**src/rtl/isa_pkg.sv**
```systemverilog
// ISA constants, FSM state encoding and instruction field positions for the decode stage.
// Holds no logic.
package isa_pkg;

    localparam logic [5:0] OP_RTYPE = 6'b000000;
    localparam logic [5:0] OP_JMP   = 6'b000010;
    localparam logic [5:0] OP_BC    = 6'b000011;
    localparam logic [5:0] OP_ADDI  = 6'b001000;
    localparam logic [5:0] OP_MVI   = 6'b001001;

    localparam int OPC_HI   = 31;
    localparam int OPC_LO   = 26;
    localparam int RS_HI    = 25;
    localparam int RS_LO    = 21;
    localparam int RT_HI    = 20;
    localparam int RT_LO    = 16;
    localparam int RD_HI    = 15;
    localparam int RD_LO    = 11;
    localparam int FUNCT_HI = 5;
    localparam int IMM_HI   = 15;
    localparam int J_HI     = 25;

    typedef enum logic [1:0] {
        ST_SKIP   = 2'd0,
        ST_RUN    = 2'd1,
        ST_SQUASH = 2'd2
    } dec_state_e;

endpackage

```
**src/rtl/branch_resolve.sv**
```systemverilog
// Combinational JMP/BC resolution: taken flag and word-address target.
// Zero latency; no backpressure (pure function of its inputs).
module branch_resolve
    import isa_pkg::*;
(
    input  logic [31:0] pc,
    input  logic [31:0] ins,
    input  logic [31:0] rs_data,
    output logic        taken,
    output logic [31:0] target
);

    logic [5:0]  opcode;
    logic [31:0] imm_sext;
    logic        unused_rs;

    assign opcode   = ins[OPC_HI:OPC_LO];
    assign imm_sext = {{16{ins[IMM_HI]}}, ins[IMM_HI:0]};
    // Only the sign bit decides a BC; the rest of the register is not needed here.
    assign unused_rs = ^rs_data[30:0];

    always_comb begin
        taken  = 1'b0;
        target = pc + imm_sext;
        if (opcode == OP_JMP) begin
            taken  = 1'b1;
            target = {6'd0, ins[J_HI:0]};
        end else if (opcode == OP_BC) begin
            taken  = rs_data[31];
        end
    end

endmodule

```
**src/rtl/decode_branch_unit.sv**
```systemverilog
// IF/ID register + field decode; resolves JMP/BC into a 1-cycle br/br_pc redirect, squashing wrong-path slots.
// Latency 1 cycle slot->id_*/br; no backpressure: one slot accepted or discarded every cycle.
module decode_branch_unit
    import isa_pkg::*;
#(
    parameter int SQUASH_SLOTS = 2,
    parameter int START_SKIP   = 1
) (
    input  logic        clk,
    input  logic        rst,
    input  logic [31:0] pc,
    input  logic [31:0] ins,
    input  logic [31:0] rs_data,
    output logic        br,
    output logic [31:0] br_pc,
    output logic [4:0]  rs_addr,
    output logic        id_valid,
    output logic [31:0] id_pc,
    output logic [31:0] id_ins,
    output logic [5:0]  id_opcode,
    output logic [4:0]  id_rs,
    output logic [4:0]  id_rt,
    output logic [4:0]  id_rd,
    output logic [5:0]  id_funct,
    output logic [31:0] id_imm
);

    dec_state_e  state_q, state_d;
    logic [1:0]  cnt_q, cnt_d;
    logic        capture;
    logic        redirect;
    logic        taken;
    logic [31:0] target;

    assign rs_addr = ins[RS_HI:RS_LO];

    branch_resolve u_resolve (
        .pc      (pc),
        .ins     (ins),
        .rs_data (rs_data),
        .taken   (taken),
        .target  (target)
    );

    always_comb begin
        state_d  = state_q;
        cnt_d    = cnt_q;
        capture  = 1'b0;
        redirect = 1'b0;
        case (state_q)
            ST_RUN: begin
                capture = 1'b1;
                if (taken) begin
                    redirect = 1'b1;
                    cnt_d    = 2'(SQUASH_SLOTS);
                    state_d  = ST_SQUASH;
                end
            end
            // SKIP and SQUASH both drop slots until the counter runs out.
            ST_SKIP, ST_SQUASH: begin
                if (cnt_q <= 2'd1) begin
                    state_d = ST_RUN;
                end else begin
                    cnt_d = cnt_q - 2'd1;
                end
            end
            default: state_d = ST_SKIP;
        endcase
    end

    always_ff @(posedge clk) begin
        if (rst) begin
            state_q  <= ST_SKIP;
            cnt_q    <= 2'(START_SKIP);
            br       <= 1'b0;
            br_pc    <= 32'd0;
            id_valid <= 1'b0;
            id_pc    <= 32'd0;
            id_ins   <= 32'd0;
        end else begin
            state_q  <= state_d;
            cnt_q    <= cnt_d;
            br       <= redirect;
            if (redirect) begin
                br_pc <= target;
            end
            id_valid <= capture;
            id_pc    <= pc;
            id_ins   <= capture ? ins : 32'd0;
        end
    end

    assign id_opcode = id_ins[OPC_HI:OPC_LO];
    assign id_rs     = id_ins[RS_HI:RS_LO];
    assign id_rt     = id_ins[RT_HI:RT_LO];
    assign id_rd     = id_ins[RD_HI:RD_LO];
    assign id_funct  = id_ins[FUNCT_HI:0];
    assign id_imm    = {{16{id_ins[IMM_HI]}}, id_ins[IMM_HI:0]};

endmodule

```
**config.mk**
```make
export PLATFORM = sky130hd
export DESIGN_NAME = decode_branch_unit
export DESIGN_NICKNAME = d
export VERILOG_FILES = /design/src/rtl/isa_pkg.sv /design/src/rtl/branch_resolve.sv /design/src/rtl/decode_branch_unit.sv
export SDC_FILE = /design/constraint.sdc
export NUM_CORES = 1
export LEC_CHECK = 0
export CAP_MARGIN = 15
export CORE_MARGIN = 3
export CORE_UTILIZATION = 38
export DETAILED_ROUTE_END_ITERATION = 8
export PLACE_DENSITY = 0.78
export SLEW_MARGIN = 20
export SYNTH_ARGS = -nofsm -noshare
export SYNTH_HDL_FRONTEND = slang
export SYNTH_HIERARCHICAL = 1
export SYNTH_SLANG_ARGS = --single-unit
```
**constraint.sdc**
```tcl
create_clock -name clk -period 2.85 [get_ports clk]
set_input_delay 0.4275 -clock clk [delete_from_list [all_inputs] [get_ports clk]]
set_output_delay 0.4275 -clock clk [all_outputs]
set_load 0.01 [all_outputs]
```
## Yosys cells after proc, flatten, opt, wreduce, memory -nomap -nowiden

Index checks and enable logic that the tools add are counted.

- Register bits: 102
- Bits in latches: 0
- RAM bits: 0
- ROM bits: 0
- Bits of input ports: 98
- Output and inout bits: 162
- Word-level logic and storage cells: 35
- Memories kept: 0

- Add/sub/neg operators: 2
- Multiply operators: 0
- Divide/modulo/power cells: 0
- $lt $le $gt $ge: 1
- Equality and inequality tests: 7
- Shift-type cells: 0
- Mux-type cells: 11
- Bitwise gates (word level): 1
- Reductions and logical operators: 6

Operators by type and width:

| kind | number |
|---|---|
| $add 32x32->32 | 1 |
| $mux 32 | 1 |
| $eq 6x2->1 const B | 2 |
| $pmux 2 s2 | 2 |
| $mux 2 | 3 |
| $ne 2x2->1 const B | 3 |
| $mux 1 | 5 |
| $reduce_or 2->1 | 2 |
| $reduce_and 3->1 | 1 |
| $eq 2x1->1 const B | 1 |
| $eq 2x2->1 const B | 1 |
| $le 2x1->1 const B | 1 |
| $logic_not 2->1 | 1 |
| $reduce_and 2->1 | 1 |
| $reduce_bool 2->1 | 1 |
| $sub 2x1->2 const B | 1 |
| $not 1->1 | 1 |

## Longest topological paths before layout

Gate-level depths: netlist of the first run.

- Depth in word-level cells: 5
- Gate-level depth with buffers: 12
- Gate-level depth less buffers: 12

## Cells and area by module

The synthesis of the first run kept the hierarchy.

By module, submodules not included:

| module | instances | cells an instance | area each (um^2) | seq. area each (um^2) |
|---|---|---|---|---|
| decode_branch_unit | 1 | 361 | 3,609.7 | 2,042.0 |
| branch_resolve | 1 | 311 | 1,963.1 | 0.0 |

## Worst setup path before layout of the first run

OpenSTA, ideal clock, no wires.

- Path type: input port to flip-flop
- Start: in pc[8]
- End: reg br_pc[25]
- Setup time: 135 ps
- Data arrival time: 2,548 ps
- Data required time: 2,715 ps
- Setup slack: 167 ps
- Cell stages on the path: 12
- Buffers on the path: 1
- Cells stage by stage: ha_1 -> buf_6 -> a21o_1 -> a221oi_2 -> o2111ai_1 -> o21ai_2 -> a21oi_2 -> o21a_1 -> or4_1 -> o211a_1 -> nand2_1 -> a21oi_1

- Longest elaborated chain between the ends: 2

RTL lines:

| what | RTL line | text |
|---|---|---|
| start: declaration | decode_branch_unit.sv:11 | `input logic [31:0] pc,` |
| $add 32x32->32 | branch_resolve.sv:24 | `target = pc + imm_sext;` |
| $mux 32 | branch_resolve.sv:25 | `if (opcode == OP_JMP) begin` |
| named net target[25] | decode_branch_unit.sv:33 | `logic [31:0] target;` |
| end signal: assignment | decode_branch_unit.sv:85 | `br_pc <= target;` |
| end: declaration | decode_branch_unit.sv:15 | `output logic [31:0] br_pc,` |

The timed path passes the listed nets, and every way through them passes these cells.
A chain may end at the register's enable or synchronous reset.

## Worst setup path in the final report of the first run

- Start: in ins[7]
- End: reg br_pc[25]

- Longest elaborated chain between the ends: 2

RTL lines:

| what | RTL line | text |
|---|---|---|
| start: declaration | decode_branch_unit.sv:12 | `input logic [31:0] ins,` |
| $add 32x32->32 | branch_resolve.sv:24 |  |
| $mux 32 | branch_resolve.sv:25 |  |
| named net target[25] | decode_branch_unit.sv:33 |  |

The timed path passes the listed nets, and every way through them passes these cells.

==> impl.org, run 1 <==
** Die
- The floorplan step set the die height to 127 µm.
- The initial utilization of the core area, before any placement, comes to 0.395.
- The die covers 16200 µm².
- The core region is 14100 µm².
- Chip Width :: 127 µm
- Io pins :: 260
- Row cnt :: 43

** Logic synthesis
- By area, the combinational part of the netlist is dominated by simple AND/OR/NAND/NOR gates.
- Total of flip-flops plus latches after synthesis :: 102
- The netlist uses 52 different library cells.
- Post-synthesis instance total :: 672
- The complex-gate fraction of the synthesized area was 0.170.
- Sequential fraction of the synthesis area :: 0.366
- Multiplexer share of the synthesized area :: 0
- Flip-flop cell with the highest count after synthesis :: dfxtp_1
- Of the total synthesized cell area, the portion taken by XOR and XNOR cells is 0.0393.
- In this run, synthesis inferred 0 flip-flops with an integrated enable.
- Post-synthesis adder-cell area fraction :: 0.0754
- Syn. warnings :: 6
- Summed instance area of the synthesized netlist :: 5570 µm²
- For this run, asynchronously set or reset flops after synthesis account for 0.
- Area share of and/or/nand/nor cells after synthesis :: 0.218
- Post-Syn Nets :: 803
- Mapped Avg Cell Area :: 8.29 µm²

** Drt
- Number of design-rule violations left by the first detailed-router iteration :: 254
- The first detailed-routing pass took 4 iterations.
- Detailed-route wire length per cell :: 14.6 µm
- In the routed design, unresolved DRC markers number 0.
- The routed design has 16.2 mm of wire.
- ANT nets after route :: 0
- Via count :: 5320
- Post-DR vias/cell :: 4.78

** Critical path
- The setup check on the worst reg-to-reg path leaves a slack of 1350 ps.
- Type of destination of the critical path :: flop
- Start-to-end type of the worst setup path :: input pin to flop
- Tracing the worst setup path back leads to its startpoint at ins[7].
- STA puts the critical path data arrival time at 2960 ps.
- Along the worst path, the maximum fanout reaches 5.
- STA puts the critical path data required time at 3070 ps.
- Measured in cells, the most critical reg-to-reg path has a length of 3.
- R2r startpoint :: state_q[0]
- The worst setup path is launched from an input pin.

** Place
- The placed instances occupy a cell area of 8210 µm².
- Final weighted congestion in routability-driven placement :: 0.873
- Buffers placed on the I/O ports in this run total 228.
- After legalization and detailed placement, the total HPWL measured 12.6 mm.

** Clocking
- The later pin in the worst-skew pair is clocked with a latency of 360 ps.
- Inserted Clock Buffers :: 9
- Largest buffer count on any clock path :: 2
- CTS saw 102 sinks.
- Clock root buffer :: clkbuf_16
- Clock-pin slew was measured on the worst setup and hold paths at 70 ps.
- In this run, post-CTS hold repair placed 0 buffers.
- Deepest level of the CTS H-tree :: 3
- CTS tree :: built

** Run status
- The flow ran to the end, and the final reports show no timing, DRC or antenna violations.

** Pwr
- Power after layout :: 0.00385 W
- Power density cells :: 443 nW/µm²
- The worst-case IR drop observed on VDD is 0.000426 V.
- Static leakage :: 3.53 nW

** Timing
- At the pin with the least slew margin, the transition time is 530 ps.
- Dividing the final minimum period by the clock period gives 0.961.
- The final max-slew violation count came to 0.
- Peak Freq :: 0.365 GHz
- The worst path in the final design needs a cycle of 2740 ps, including I/O delays and setup.
- The hold violation total from the final report was 0.
- Final setup violation count :: 0
- Final Skew :: 9.10 ps
- Unrepaired setup endpoints after global routing :: no
- Slew margin rel. :: 0.647

** GRT
- Entering global routing, the biggest net connects 47 pins.
- The first global-routing pass estimated 25.8 mm of wire.
- For this run, the total global-route usage over all layers was measured as 0.198.
- Via count of the first global-routing pass :: 5105
- The number of antenna violations at the first check in global routing was 0.
- Overall overflow remaining after global route :: 0

** Finish
- Final Instance Area :: 8680 µm²
- The library cells used most frequently in the layout, excluding fill and tap cells, are clkdlybuf4s50_1 (219), buf_4 (108), nand2_1 (104).
- Synthesis-to-finish area growth :: 55.8%
- Most frequent standard cell in the layout excluding fill and tap cells :: clkdlybuf4s50_1
- In the final layout, the share of cells above drive strength 1 is 0.164.
- The net count of the finished layout is 1058.
- 0 antenna diodes ended up in the layout.

** Min path
- The worst hold path passes through 2 cells.
- Type of the most critical hold path :: input pin to flop
- The worst hold path begins at pc[8].

** Run
- Across the run, the number of max-cap violations was 0.
[cell type report]
class | count | area (µm²)
fill | 1228 | 5410
clock inverter | 4 | 70.1
inverter | 14 | 52.6
tap | 180 | 225
sequential | 102 | 2040
multi-input combinational | 463 | 2930
clock buffer | 12 | 246
timing repair buffer | 337 | 3120
[cell families after synthesis]
group                    after synthesis
buffers and inverters                107
XOR/XNOR                              25
AND/OR/NAND/NOR                      248
AO/OA/AOI/OAI                        157
flip-flops                           102
adder cells (fa/ha/maj)               33
[report_power, final]
| group | total, W | internal (W) | switching, W |
|---|---|---|---|
| Clock | 0.00133 | 0.000791 | 0.000535 |
| Combinational | 0.00103 | 0.000573 | 0.000455 |
| Sequential | 0.00150 | 0.00147 | 0.0000230 |
| Total | 0.00385 | 0.00284 | 0.00101 |
[path summary, 6_finish.rpt]
path,end
setup / recovery,br_pc[25]
hold / removal,id_pc[8]
setup reg to reg,id_ins[13]
hold reg to reg,br_pc[19]
[what timing repair did]
| item | in CTS | in global routing |
|---|---|---|
| hold endpoints to repair | 0 | 0 |
| buffers inserted | 1 | 0 |
| pin swaps | 2 | 10 |
| endpoints found under the setup margin | 4 | 14 |
| resized for setup | 5 | 27 |
[critical path, cell delays in order]
cell	delay, ps
clkdlybuf4s50_1	510
ha_4	230
and3_1	160
a221oi_2	270
o2111ai_1	180
o21ai_2	240
a21oi_4	110
o21a_1	220
or4_1	390
o211a_1	120
nand2_1	50
a21oi_1	50
[per-stage QoR]
stage          setup WS [ps]  cells  TNS [ps]  hold WS [ps]  utilization
2_1_floorplan            167    672         0           460            -
3_3_place_gp            -408   1095     -4420           441        0.582
3_5_place_dp            -508   1095     -4710           447        0.582
4_1_cts                 15.4   1112         0           456        0.606
5_1_grt                 26.8   1112         0           395        0.616
6_report                 111   1112         0           390        0.616
[registers in the layout, indices dropped and copies added, names as in the netlist]
| signal | cells |
|---|---|
| br_pc | 32 |
| id_ins | 32 |
| id_pc | 32 |
| cnt_q | 2 |
| state_q | 2 |
| br | 1 |
| id_valid | 1 |
[cells in the mapped netlist, types with 4 or more instances]
library cell	count	area [µm²]
nor2b_1	34	213
and2_1	34	213
buf_6	6	67.6
nand3_1	7	35.0
nand2_1	104	390
nor2_1	38	143
inv_1	14	52.6
o21ai_0	25	125
a21oi_2	4	35.0
o21bai_1	5	37.5
nand4_1	6	37.5
nor3_1	7	35.0
a21o_1	8	60.1
a21oi_1	82	410
buf_4	65	488
xor2_1	12	105
ha_1	32	400
dfxtp_1	102	2040
buf_2	6	30.0
o211ai_1	5	37.5
xnor2_1	13	114
clkbuf_1	13	48.8
o21a_1	5	37.5
[metal layers]
metal  up-vias  wire, µm  GRT usage
li1       2711         -          -
met1      2440      7110      0.246
met2       158      7840      0.337
met3        11      1120     0.0631
met4         0       123     0.0379
met5         -         0          0
(Power assumes the default switching activity.)
==> run 2: changes to the inputs <==
--- a/config.mk
+++ b/config.mk
@@ -8,6 +8,7 @@
 export CAP_MARGIN = 15
 export CORE_MARGIN = 3
 export CORE_UTILIZATION = 38
+export CTS_CLUSTER_DIAMETER = 50
 export DETAILED_ROUTE_END_ITERATION = 8
 export PLACE_DENSITY = 0.78
 export SLEW_MARGIN = 20
==> results of run 2 <==
Same layout as run 1: the final DEF is identical, and so are final timing and power.
